===== config.mk =====
export PLATFORM = sky130hd
export DESIGN_NAME = chan_select_mux
export DESIGN_NICKNAME = d
export VERILOG_FILES = /design/src/rtl/chan_select_mux.sv
export SDC_FILE = /design/constraint.sdc
export NUM_CORES = 1
export LEC_CHECK = 0
export CAP_MARGIN = 25
export CORE_ASPECT_RATIO = 1.75
export CORE_MARGIN = 10
export CORE_UTILIZATION = 34
export CTS_CLUSTER_DIAMETER = 30
export CTS_CLUSTER_SIZE = 8
export DETAILED_ROUTE_END_ITERATION = 7
export HOLD_SLACK_MARGIN = 0.03
export PLACE_DENSITY = 0.81
export RECOVER_POWER = 50
export SLEW_MARGIN = 20
export SYNTH_ARGS = -nofsm -noshare
export SYNTH_HDL_FRONTEND = slang
export SYNTH_SLANG_ARGS = --single-unit
export TNS_END_PERCENT = 1

===== constraint.sdc =====
create_clock -name clk -period 2.65 [get_ports clk]
set_clock_uncertainty 0.2 [all_clocks]
set_input_delay 0.265 -clock clk [delete_from_list [all_inputs] [get_ports clk]]
set_output_delay 0.265 -clock clk [all_outputs]
set_load 0.01 [all_outputs]

===== src/rtl/chan_select_mux.sv =====
// N-channel WIDTH-bit stream multiplexer with a valid/ready handshake on each side and a
// single registered output stage; the source is either a fixed select or round-robin over requesters.
module chan_select_mux #(
    parameter  int WIDTH    = 8,
    parameter  int CHANNELS = 4,
    localparam int SELW     = $clog2(CHANNELS)
) (
    input  logic                      clk,
    input  logic                      rst_n,
    input  logic [CHANNELS*WIDTH-1:0] in_data,
    input  logic [CHANNELS-1:0]       in_valid,
    output logic [CHANNELS-1:0]       in_ready,
    input  logic                      mode,
    input  logic [SELW-1:0]           select,
    output logic [WIDTH-1:0]          y,
    output logic                      y_valid,
    input  logic                      y_ready,
    output logic [SELW-1:0]           y_chan
);

    logic [WIDTH-1:0]    y_q, y_d;
    logic                y_valid_q, y_valid_d;
    logic [SELW-1:0]     y_chan_q, y_chan_d;
    logic [SELW-1:0]     rr_ptr_q, rr_ptr_d;

    logic                load_s;
    logic                grant_vld_s;
    logic [SELW-1:0]     grant_idx_s;
    logic [SELW-1:0]     cand_s;
    logic [WIDTH-1:0]    sel_data_s;
    logic [CHANNELS-1:0] in_ready_s;
    logic                transfer_s;

    // Channel index reached by stepping offs places upward from base, wrapping at CHANNELS.
    function automatic logic [SELW-1:0] wrap_add(input logic [SELW-1:0] base, input int offs);
        int t;
        t = int'(base) + offs;
        return (t >= CHANNELS) ? SELW'(t - CHANNELS) : SELW'(t);
    endfunction

    // Grant selection: fixed select (range-checked) or first requester at or above rr_ptr.
    always_comb begin
        grant_vld_s = 1'b0;
        grant_idx_s = '0;
        cand_s      = '0;
        if (mode == 1'b0) begin
            if (int'(select) < CHANNELS) begin
                grant_vld_s = 1'b1;
                grant_idx_s = select;
            end else begin
                grant_vld_s = 1'b0;
            end
        end else begin
            for (int k = 0; k < CHANNELS; k++) begin
                cand_s = wrap_add(rr_ptr_q, k);
                if (!grant_vld_s && in_valid[cand_s]) begin
                    grant_vld_s = 1'b1;
                    grant_idx_s = cand_s;
                end else begin
                    grant_vld_s = grant_vld_s;
                end
            end
        end
    end

    // Handshake: only the granted channel sees ready, and only when the output slot can load.
    always_comb begin
        load_s     = rst_n && (!y_valid_q || y_ready);
        in_ready_s = '0;
        sel_data_s = '0;
        for (int k = 0; k < CHANNELS; k++) begin
            if (grant_vld_s && (grant_idx_s == SELW'(k))) begin
                in_ready_s[k] = load_s;
                sel_data_s    = in_data[k*WIDTH +: WIDTH];
            end else begin
                in_ready_s[k] = 1'b0;
            end
        end
        transfer_s = |(in_ready_s & in_valid);
    end

    // Next state: a transfer overwrites the slot (even when it is consumed the same cycle).
    always_comb begin
        y_d       = y_q;
        y_chan_d  = y_chan_q;
        y_valid_d = y_valid_q;
        rr_ptr_d  = rr_ptr_q;
        if (transfer_s) begin
            y_d       = sel_data_s;
            y_chan_d  = grant_idx_s;
            y_valid_d = 1'b1;
            if (mode == 1'b1) begin
                rr_ptr_d = (grant_idx_s == SELW'(CHANNELS - 1)) ? '0 : grant_idx_s + SELW'(1);
            end else begin
                rr_ptr_d = rr_ptr_q;
            end
        end else if (y_valid_q && y_ready) begin
            y_valid_d = 1'b0;
        end else begin
            y_valid_d = y_valid_q;
        end
    end

    // State registers.
    always_ff @(posedge clk or negedge rst_n) begin
        if (!rst_n) begin
            y_q       <= '0;
            y_valid_q <= 1'b0;
            y_chan_q  <= '0;
            rr_ptr_q  <= '0;
        end else begin
            y_q       <= y_d;
            y_valid_q <= y_valid_d;
            y_chan_q  <= y_chan_d;
            rr_ptr_q  <= rr_ptr_d;
        end
    end

    assign in_ready = in_ready_s;
    assign y        = y_q;
    assign y_valid  = y_valid_q;
    assign y_chan   = y_chan_q;

endmodule


==> flow_summary.yaml, run 1 <==
synth:
  synthCells: 122
  ys_warn_count: 0
  syn_area_per_cell_um2: 8.38
  seq_area_frac_synth_pct: 31.8
  synth_cell_types: 29
  synth_nets: 168
  synth_seq_cells: 13
  mappedNetlistArea_mm2: 0.00102
place:
  port_buffers: 56
  dpl-instance-area_mm2: 0.00177
  pre_cts_ws_ps: -651
  routabilityCongestion: 0.916
  hpwlAfterDp_mm: 3.43
  placedCellCount: 222
sta:
  fin_crit_ps: 2700
  hold_viol_final: 0
  max_slew.worst_pin.slew_ps: 443
  finalSetupViolCount: 5
  slew_headroom_pct: 70.5
  setup_slack_ps: -45.7
  fin_crit_sh_pct: 102
  slew_viol_final: 0
  rsz0062_at_grt: "true"
  timing.fmax_mhz: 371
cells_and_area:
  layout.nets: 259
  filler_cell_count: 193
  fin_util_pct: 74.8
  stdcell_area_mm2: 0.00217
  seqCellArea_um2: 328
  syn_to_final_growth_pct: 112
  fin_cells: 240
  multiInputGateArea_um2: 873
  diodes: 0
  drive_gt1_share_pct: 37.3
power:
  power_density_mw_per_mm2: 767
  power_frac_clock_pct: 10.9
  total_power_mw: 1.66
  p_seq_share_pct: 22.4
  p_int_mw: 1.01
  power_frac_comb_pct: 66.8
  vdd_ir_drop_max_mv: 0.440
  p_switching_uw: 654
  netSwitchingFraction_pct: 39.3
  p_leak_nw: 0.926
clock_network:
  root_buffer: "clkbuf_8"
  insertion_delay_ps: 240
  cts_tree: "done"
  clock_path_buffers: 2
  clock-sinks: 13
  h-tree-depth: 1
  clk_pin_slew_ps: 60
  hold_buffers: 0
  cts_buffers: 3
routing:
  vias: 1358
  first_pass_iters: 4
  avgRoutedWirePerCell_um: 21.2
  ant_nets: 0
  totalWireLength_mm: 5.09
  vias_per_cell: 5.66
  drt_iter0_drc: 24
  drc: 0
setup_path:
  crit_type: "reg -> reg"
  path_max_fanout: 7
  cp-start-kind: "flip-flop"
  cp.arrival_ps: 2610
  critPathRequiredTime_ps: 2560
  worst_setup_path_end_kind: "flip-flop"
floorplanning:
  die_width_um: 61.5
  start_util_pct: 35.3
  die_h_um: 92.5
  rows: 26
  die_area_mm2: 0.00569
  core_area_mm2: 0.00290
  ios: 57
run:
  maxCapViolCount: 0
global_route:
  grt_max_degree: 15
  grt_pass1_vias: 1425
  grt_overflow_total: 0
  antenna_found_initial: 0
  track_usage_pct: 15.8
  grt_pass1_wl_mm: 7.10
run_status:
  failed_checks: "setup timing"
  run_status: "finished, violations left"
min_path:
  min_path_type: "in -> async"
-- cell families after synthesis --
kind of cell / after synthesis / share of synthesized area (%)
and+or+nand+nor: 38 / 20.4
buffers and inverters: 10 / 4.90
muxes: 5 / 5.63
DFF: 13 / 31.8
AOI/OAI and AO/OA: 52 / 32.3
adders and majority gates: 4 / 4.90
-- cell usage after synthesis --
cell | count | area, um^2
a21oi_1 | 18 | 90.1
a22o_1 | 1 | 8.76
a22o_2 | 1 | 10.0
a311oi_1 | 1 | 8.76
and2_1 | 5 | 31.3
buf_2 | 4 | 20.0
buf_6 | 1 | 11.3
clkbuf_1 | 2 | 7.51
dfrtp_1 | 13 | 325
ha_1 | 4 | 50.1
inv_1 | 3 | 11.3
mux2_2 | 2 | 22.5
mux2_4 | 1 | 15.0
mux2i_1 | 2 | 20.0
nand2_1 | 12 | 45.0
nand2b_1 | 4 | 25.0
nor2_1 | 3 | 11.3
nor2_2 | 1 | 6.26
nor2b_1 | 8 | 50.1
nor3_1 | 1 | 5.00
nor3_2 | 1 | 10.0
nor3b_1 | 1 | 7.51
o21ai_0 | 20 | 100
o311ai_4 | 1 | 26.3
o31ai_1 | 1 | 7.51
o32ai_1 | 1 | 8.76
o41ai_1 | 8 | 70.1
or2_2 | 1 | 6.26
or3b_4 | 1 | 11.3
-- registers in the layout, indices dropped and copies added, names as in the netlist --
name / count
y_chan: 2
y_valid: 1
y: 8
rr_ptr_q: 2
-- cells in the final DEF, fill, tap and decap left out, types with 4 or more instances in the layout --
cell type,netlist,routed
clkdlybuf4s50_1,0,48
buf_4,0,29
a21oi_1,18,13
o21ai_0,20,13
nand2_1,12,12
dfrtp_1,13,11
nor2b_1,8,8
o41ai_2,0,7
o21ai_1,0,6
buf_6,1,6
and2_1,5,4
dlygate4sd2_1,0,4
-- worst max-delay path, cell delays in order (launching register included) --
cell,delay (ps)
dfrtp_2,440
buf_6,120
mux2i_2,60
a311oi_2,460
buf_4,210
ha_4,160
a22o_4,140
nor2_4,40
or2_4,300
o41ai_2,420
-- power groups by stage --
stage               Combinational [mW]  Clock, mW  Sequential, mW
floorplan                        0.357          0           0.373
global placement                 0.761          0           0.350
detailed placement               0.786          0           0.355
CTS                              0.843      0.179           0.358
global route                      1.18      0.194           0.382
finish                            1.11      0.181           0.371
-- routing by layer --
layer	up-vias	part of all wire [%]	routed length [um]	GRT usage (%)
met1	659	35	1800	15.2
met2	57	54	2760	29.1
met5	-	0	0	0
met4	0	2.7	137	5.81
li1	628	-	-	-
met3	14	7.9	400	5.47
-- repair_timing --
item	CTS	global route
resized for setup	19	47
setup buffers	2	12
setup endpoints to repair	17	15
pin swaps	12	16
-- metrics by stage --
step                hold WS, ps  setup TNS (ps)
global placement            287           -5940
finish                      163            -104
global route                168            -971
detailed placement          291           -8610
CTS                         164            -148
floorplan                  -231           -4.08
-- final cells by class --
type                    count  share of cell area [%]
multi-input cells          99                    40.3
repair buffers             93                    40.3
flip-flops and latches     13                    15.1
clock buffers               4                    2.08
well taps                  28                    1.62
inverters                   3                   0.520
-- final timing paths --
| check | start | to | slack (ps) | cells after the start |
|---|---|---|---|---|
| setup / recovery | rr_ptr_q[0]$_DFFE_PN0P_ | y[4]$_DFFE_PN0P_ | -50 | 9 |
| hold / removal | rst_n | rr_ptr_q[1]$_DFFE_PN0P_ | 160 | 2 |
| setup reg to reg | rr_ptr_q[0]$_DFFE_PN0P_ | y[4]$_DFFE_PN0P_ | -50 | 9 |
| hold reg to reg | y[7]$_DFFE_PN0P_ | y[7]$_DFFE_PN0P_ | 340 | 2 |
| max in group asynchronous | rst_n | rr_ptr_q[0]$_DFFE_PN0P_ | 1900 | 2 |
| min in group clk | y[7]$_DFFE_PN0P_ | y[7]$_DFFE_PN0P_ | 340 | 2 |
Note: power is estimated with default switching activity, not from simulation.
==> run 2: changes to the inputs <==
--- a/config.mk
+++ b/config.mk
@@ -6,16 +6,16 @@
 export NUM_CORES = 1
 export LEC_CHECK = 0
 export CAP_MARGIN = 25
-export CORE_ASPECT_RATIO = 1.75
 export CORE_MARGIN = 10
 export CORE_UTILIZATION = 34
 export CTS_CLUSTER_DIAMETER = 30
 export CTS_CLUSTER_SIZE = 8
 export DETAILED_ROUTE_END_ITERATION = 7
+export GPL_TIMING_DRIVEN = 0
 export HOLD_SLACK_MARGIN = 0.03
 export PLACE_DENSITY = 0.81
 export RECOVER_POWER = 50
-export SLEW_MARGIN = 20
+export SLEW_MARGIN = 15
 export SYNTH_ARGS = -nofsm -noshare
 export SYNTH_HDL_FRONTEND = slang
 export SYNTH_SLANG_ARGS = --single-unit
==> run 2 against run 1 <==
The run still ends with setup timing left. Worst setup slack worse by 47 ps. Clock power fell by 30%. Routed wire length down 6.5%. Register-to-register slack lost 50 ps. Final cell count decreased by 2.5%. Count of clock-buffer cells in the layout unchanged. Total power down 2.6%. Critical endpoint unchanged. Sequential cell count is the same. Sequential power down 5%. Sequential share of layout area down 0.12 points.
==> flow_summary.yaml, run 2 (synthesized netlist as in run 1, its figures left out) <==
routing:
  drt_iter0_drc: 104
  avgRoutedWirePerCell_um: 20.3
  first_pass_iters: 4
  vias_per_cell: 5.59
  drc: 0
  ant_nets: 0
  totalWireLength_mm: 4.76
  vias: 1309
run:
  maxCapViolCount: 0
floorplanning:
  die_area_mm2: 0.00560
  die_h_um: 74.8
  ios: 57
  core_area_mm2: 0.00281
  start_util_pct: 36.4
  rows: 19
  die_width_um: 74.8
cells_and_area:
  largest_reg_flops: 8
  layout_commonest_cell: "clkdlybuf4s50_1"
  diodes: 0
  layout.nets: 250
  multiInputGateArea_um2: 927
  filler_cell_count: 161
  stdcell_area_mm2: 0.00217
  layout_common_cells: "clkdlybuf4s50_1 (45), o21ai_0 (18), buf_4 (16), a21oi_1 (14), dfrtp_1 (13)"
  drive_gt1_share_pct: 35.0
  syn_to_final_growth_pct: 112
  fin_cells: 234
  seqCellArea_um2: 325
clock_network:
  root_buffer: "clkbuf_4"
  cts_tree: "done"
  h-tree-depth: 1
  clock_path_buffers: 2
  insertion_delay_ps: 280
  cts_buffers: 3
  hold_buffers: 0
  clock-sinks: 13
  clk_pin_slew_ps: 90
setup_path:
  crit_slowest_cell: "dfrtp_1"
  path_max_fanout: 7
  cp-start-kind: "flip-flop"
  cp.arrival_ps: 2700
  critPathLaunch: "rr_ptr_q[1]$_DFFE_PN0P_"
  max_stage_delay_ps: 450
  worst_setup_path_end_kind: "flip-flop"
  crit_type: "reg -> reg"
  crit_chain: "buf_6 > mux2i_2 > a311oi_2 > buf_4 > inv_4 > ha_4 > buf_8 > nor3b_4 > a21oi_1 > o41ai_2"
  r2r_start: "rr_ptr_q[1]$_DFFE_PN0P_"
  critPathRequiredTime_ps: 2600
global_route:
  track_usage_pct: 14.0
  grt_max_degree: 16
  grt_pass1_vias: 1271
  grt_pass1_wl_mm: 6.25
  grt_overflow_total: 0
  antenna_found_initial: 0
place:
  routabilityCongestion: 0.833
  placedCellCount: 209
  hpwlAfterDp_mm: 2.92
  port_buffers: 56
  dpl-instance-area_mm2: 0.00165
sta:
  max_slew.worst_pin.slew_ps: 771
  rsz0062_at_grt: "true"
  hold_viol_final: 0
  finalSetupViolCount: 9
  setup_slack_ps: -92.8
  slew_headroom_pct: 48.4
  slew_viol_final: 0
  fin_crit_ps: 2740
  fin_crit_sh_pct: 104
  timing.fmax_mhz: 365
run_status:
  run_status: "finished, violations left"
  failed_checks: "setup timing"
power:
  vdd_ir_drop_max_mv: 0.410
  total_power_mw: 1.62
  power_density_mw_per_mm2: 747
  p_leak_nw: 0.899
min_path:
  min_path_type: "in -> async"
==> run 2: worst max-delay path, delay by kind of cell, from the launching register on <==
kind | cells | cell delay, ps
buffers and inverters | 4 | 530
multiplexers | 1 | 140
AND/OR/NAND/NOR | 1 | 310
adder cells (fa/ha/maj) | 1 | 160
AO/OA/AOI/OAI | 3 | 810
flip-flops | 1 | 450
==> run 2: path summary, 6_finish.rpt <==
| check | end | slack, ps | depth (start not counted) |
|---|---|---|---|
| hold reg to reg | y_chan[0]$_DFFE_PN0P_ | 320 | 1 |
| max in group asynchronous | y_chan[0]$_DFFE_PN0P_ | 1470 | 1 |
| hold / removal | y[6]$_DFFE_PN0P_ | 300 | 1 |
| setup / recovery | y[4]$_DFFE_PN0P_ | -90 | 10 |
| setup reg to reg | y[4]$_DFFE_PN0P_ | -90 | 10 |
| min in group clk | y_chan[0]$_DFFE_PN0P_ | 320 | 1 |
==> run 2: power breakdown <==
group          internal (mW)  leakage, nW  switching (mW)
Sequential             0.284        0.163          0.0700
Clock                 0.0584       0.0150          0.0688
Combinational          0.630        0.721           0.507
Total                  0.973        0.899           0.645
==> run 2: timing repair <==
item | 4_1_cts | 5_1_grt
gates cloned | 1 | 0
pin swaps | 14 | 15
buffers inserted | 9 | 12
resized for setup | 47 | 34
endpoints found under the setup margin | 17 | 17
==> run 2: stage by stage <==
step	hold WS (ps)	setup TNS [ps]	setup slack, ps	utilization, %
floorplan	-231	-4.08	-4.08	-
global placement	285	-12050	-993	58.8
detailed placement	294	-13810	-1060	58.8
CTS	228	-154	-54.3	68.5
global route	334	-1650	-204	77.3
finish	298	-447	-92.8	77.3
==> run 2: layout make-up <==
type | instances | share of cell area, %
timing repair buffer | 78 | 35.5
sequential | 13 | 15.0
multi-input combinational | 99 | 42.8
buffer | 6 | 3.12
clock buffer | 4 | 1.21
inverter | 3 | 0.635
tap | 31 | 1.79
==> run 2: per-layer routing <==
| metal | global-route usage [%] | wire length, um |
|---|---|---|
| met4 | 1.05 | 47 |
| met1 | 15.8 | 1920 |
| met2 | 24.9 | 2380 |
| met5 | 0 | 0 |
| met3 | 6.04 | 406 |
==> run 3: changes to the inputs <==
--- a/config.mk
+++ b/config.mk
@@ -19,4 +19,3 @@
 export SYNTH_ARGS = -nofsm -noshare
 export SYNTH_HDL_FRONTEND = slang
 export SYNTH_SLANG_ARGS = --single-unit
-export TNS_END_PERCENT = 1
==> run 3 against run 2 <==
The flow still finishes with violations (setup timing). Core utilization down 3.7 points. First-iteration DRC count down 15%. Largest cell class unchanged. Sequential cell count unchanged. Count of clock-buffer cells in the layout unchanged. Total power shrank 7.1%. Design area shrank 4.7%. Non-clock buffer count is 7 lower. Critical endpoint is now y_chan[0]$_DFFE_PN0P_.
==> flow_summary.yaml, run 3 (synthesized netlist as in run 1, its figures left out) <==
run_status:
  run_status: "finished, violations left"
  failed_checks: "setup timing"
cells_and_area:
  largest_reg_flops: 8
  layout.nets: 243
  stdcell_area_mm2: 0.00206
  drive_gt1_share_pct: 33.2
  fin_cells: 227
  layout_common_cells: "clkdlybuf4s50_1 (44), o21ai_0 (18), dfrtp_1 (13), nand2_1 (12), a21oi_1 (12)"
  layout_commonest_cell: "clkdlybuf4s50_1"
  fin_util_pct: 73.6
  diodes: 0
  syn_to_final_growth_pct: 102
clock_network:
  clock_path_buffers: 2
  cts_tree: "done"
  hold_buffers: 0
  cts_buffers: 3
  root_buffer: "clkbuf_4"
  clock-sinks: 13
  h-tree-depth: 1
  clk_pin_slew_ps: 80
  insertion_delay_ps: 270
routing:
  drt_iter0_drc: 88
  totalWireLength_mm: 4.16
  vias: 1255
  ant_nets: 0
  first_pass_iters: 4
  avgRoutedWirePerCell_um: 18.3
  drc: 0
  vias_per_cell: 5.53
setup_path:
  path_max_fanout: 5
  r2r-end: "y_chan[0]$_DFFE_PN0P_"
  cp-start-kind: "flip-flop"
  worst-path-buf-inv: 4
  crit_family: "compound AO/OA/AOI/OAI gates"
  critPathRequiredTime_ps: 2620
  max_stage_delay_ps: 450
  r2r_slack_ps: -100
  crit_slowest_cell: "dfrtp_1"
  crit_type: "reg -> reg"
  rr_worst_depth: 12
  crit_chain: "nand2b_4 > a21oi_4 > o32ai_4 > buf_12 > inv_4 > buf_4 > ha_4 > a22o_4 > nor2_4 > or2_4 > buf_8 > mux2_4"
  worst_setup_path_end_kind: "flip-flop"
  r2r_start: "rr_ptr_q[1]$_DFFE_PN0P_"
  cp.arrival_ps: 2710
place:
  hpwlAfterDp_mm: 2.92
  dpl-instance-area_mm2: 0.00165
  pre_cts_ws_ps: -1060
  placedCellCount: 209
  port_buffers: 56
  routabilityCongestion: 0.833
sta:
  max_slew.worst_pin.slew_ps: 719
  fin_crit_ps: 2750
  timing.fmax_mhz: 364
  finalSetupViolCount: 5
  slew_viol_final: 0
  whs_ps: 283
  rsz0062_at_grt: "true"
  hold_viol_final: 0
  slew_headroom_pct: 51.9
  setup_slack_ps: -99.3
  fin_crit_sh_pct: 104
floorplanning:
  die_area_mm2: 0.00560
  die_h_um: 74.8
  die_width_um: 74.8
  core_area_mm2: 0.00281
  rows: 19
  ios: 57
  start_util_pct: 36.4
global_route:
  grt_pass1_vias: 1302
  grt_max_degree: 16
  track_usage_pct: 14.2
  grt_pass1_wl_mm: 6.35
  antenna_found_initial: 0
  grt_overflow_total: 0
power:
  vdd_ir_drop_max_mv: 0.397
  p_leak_nw: 0.844
  power_density_mw_per_mm2: 728
min_path:
  min_path_type: "in -> async"
run:
  maxCapViolCount: 0
run 3: area by class of cell:
| cell class | instances | area (um^2) |
|---|---|---|
| repair buffers | 72 | 711 |
| flip-flops and latches | 13 | 325 |
| fillers | 182 | 741 |
| plain buffers | 5 | 53.8 |
| inverters | 3 | 16.3 |
| clock buffers | 4 | 26.3 |
| multi-input cells | 99 | 893 |
| well taps | 31 | 38.8 |
run 3: per-stage QoR:
stage	total power, mW	TNS (ps)
after floorplan	0.730	-4.08
after global placement	1.04	-12050
after detailed placement	1.06	-13810
after CTS	1.38	-58.7
after global routing	1.61	-837
final	1.50	-284
run 3: worst max path at each step:
stage                                  from                     to  slack (ps)  cells past startpoint
floorplan           rr_ptr_q[1]$_DFFE_PN0P_  y_chan[0]$_DFFE_PN0P_          -4                     11
global placement                       mode            in_ready[3]        -990                      9
detailed placement                     mode            in_ready[3]       -1060                      9
CTS                 rr_ptr_q[1]$_DFFE_PN0P_  y_chan[0]$_DFFE_PN0P_         -20                     11
global route        rr_ptr_q[1]$_DFFE_PN0P_  y_chan[0]$_DFFE_PN0P_        -160                     12
finish              rr_ptr_q[1]$_DFFE_PN0P_  y_chan[0]$_DFFE_PN0P_        -100                     12
run 3: power breakdown:
part	switching, mW	internal [mW]
Combinational	0.461	0.572
Clock	0.0643	0.0583
Sequential	0.0625	0.284
run 3: per-layer routing:
layer  wire length (um)  track usage, %  vias to the layer above  share of wire, %
met5                  0               0                        -                 0
met4                 27            1.05                        0              0.65
met1               1740            16.0                      606                42
met2               2040            25.3                       45                49
met3                350            6.04                        4               8.4
li1                   -               -                      600                 -
run 3: timing repair:
item / in CTS / in global routing
pin swaps: 13 / 15
buffers inserted: 10 / 5
endpoints found under the setup margin: 17 / 17
resized for setup: 47 / 32
cloned: 1 / 0
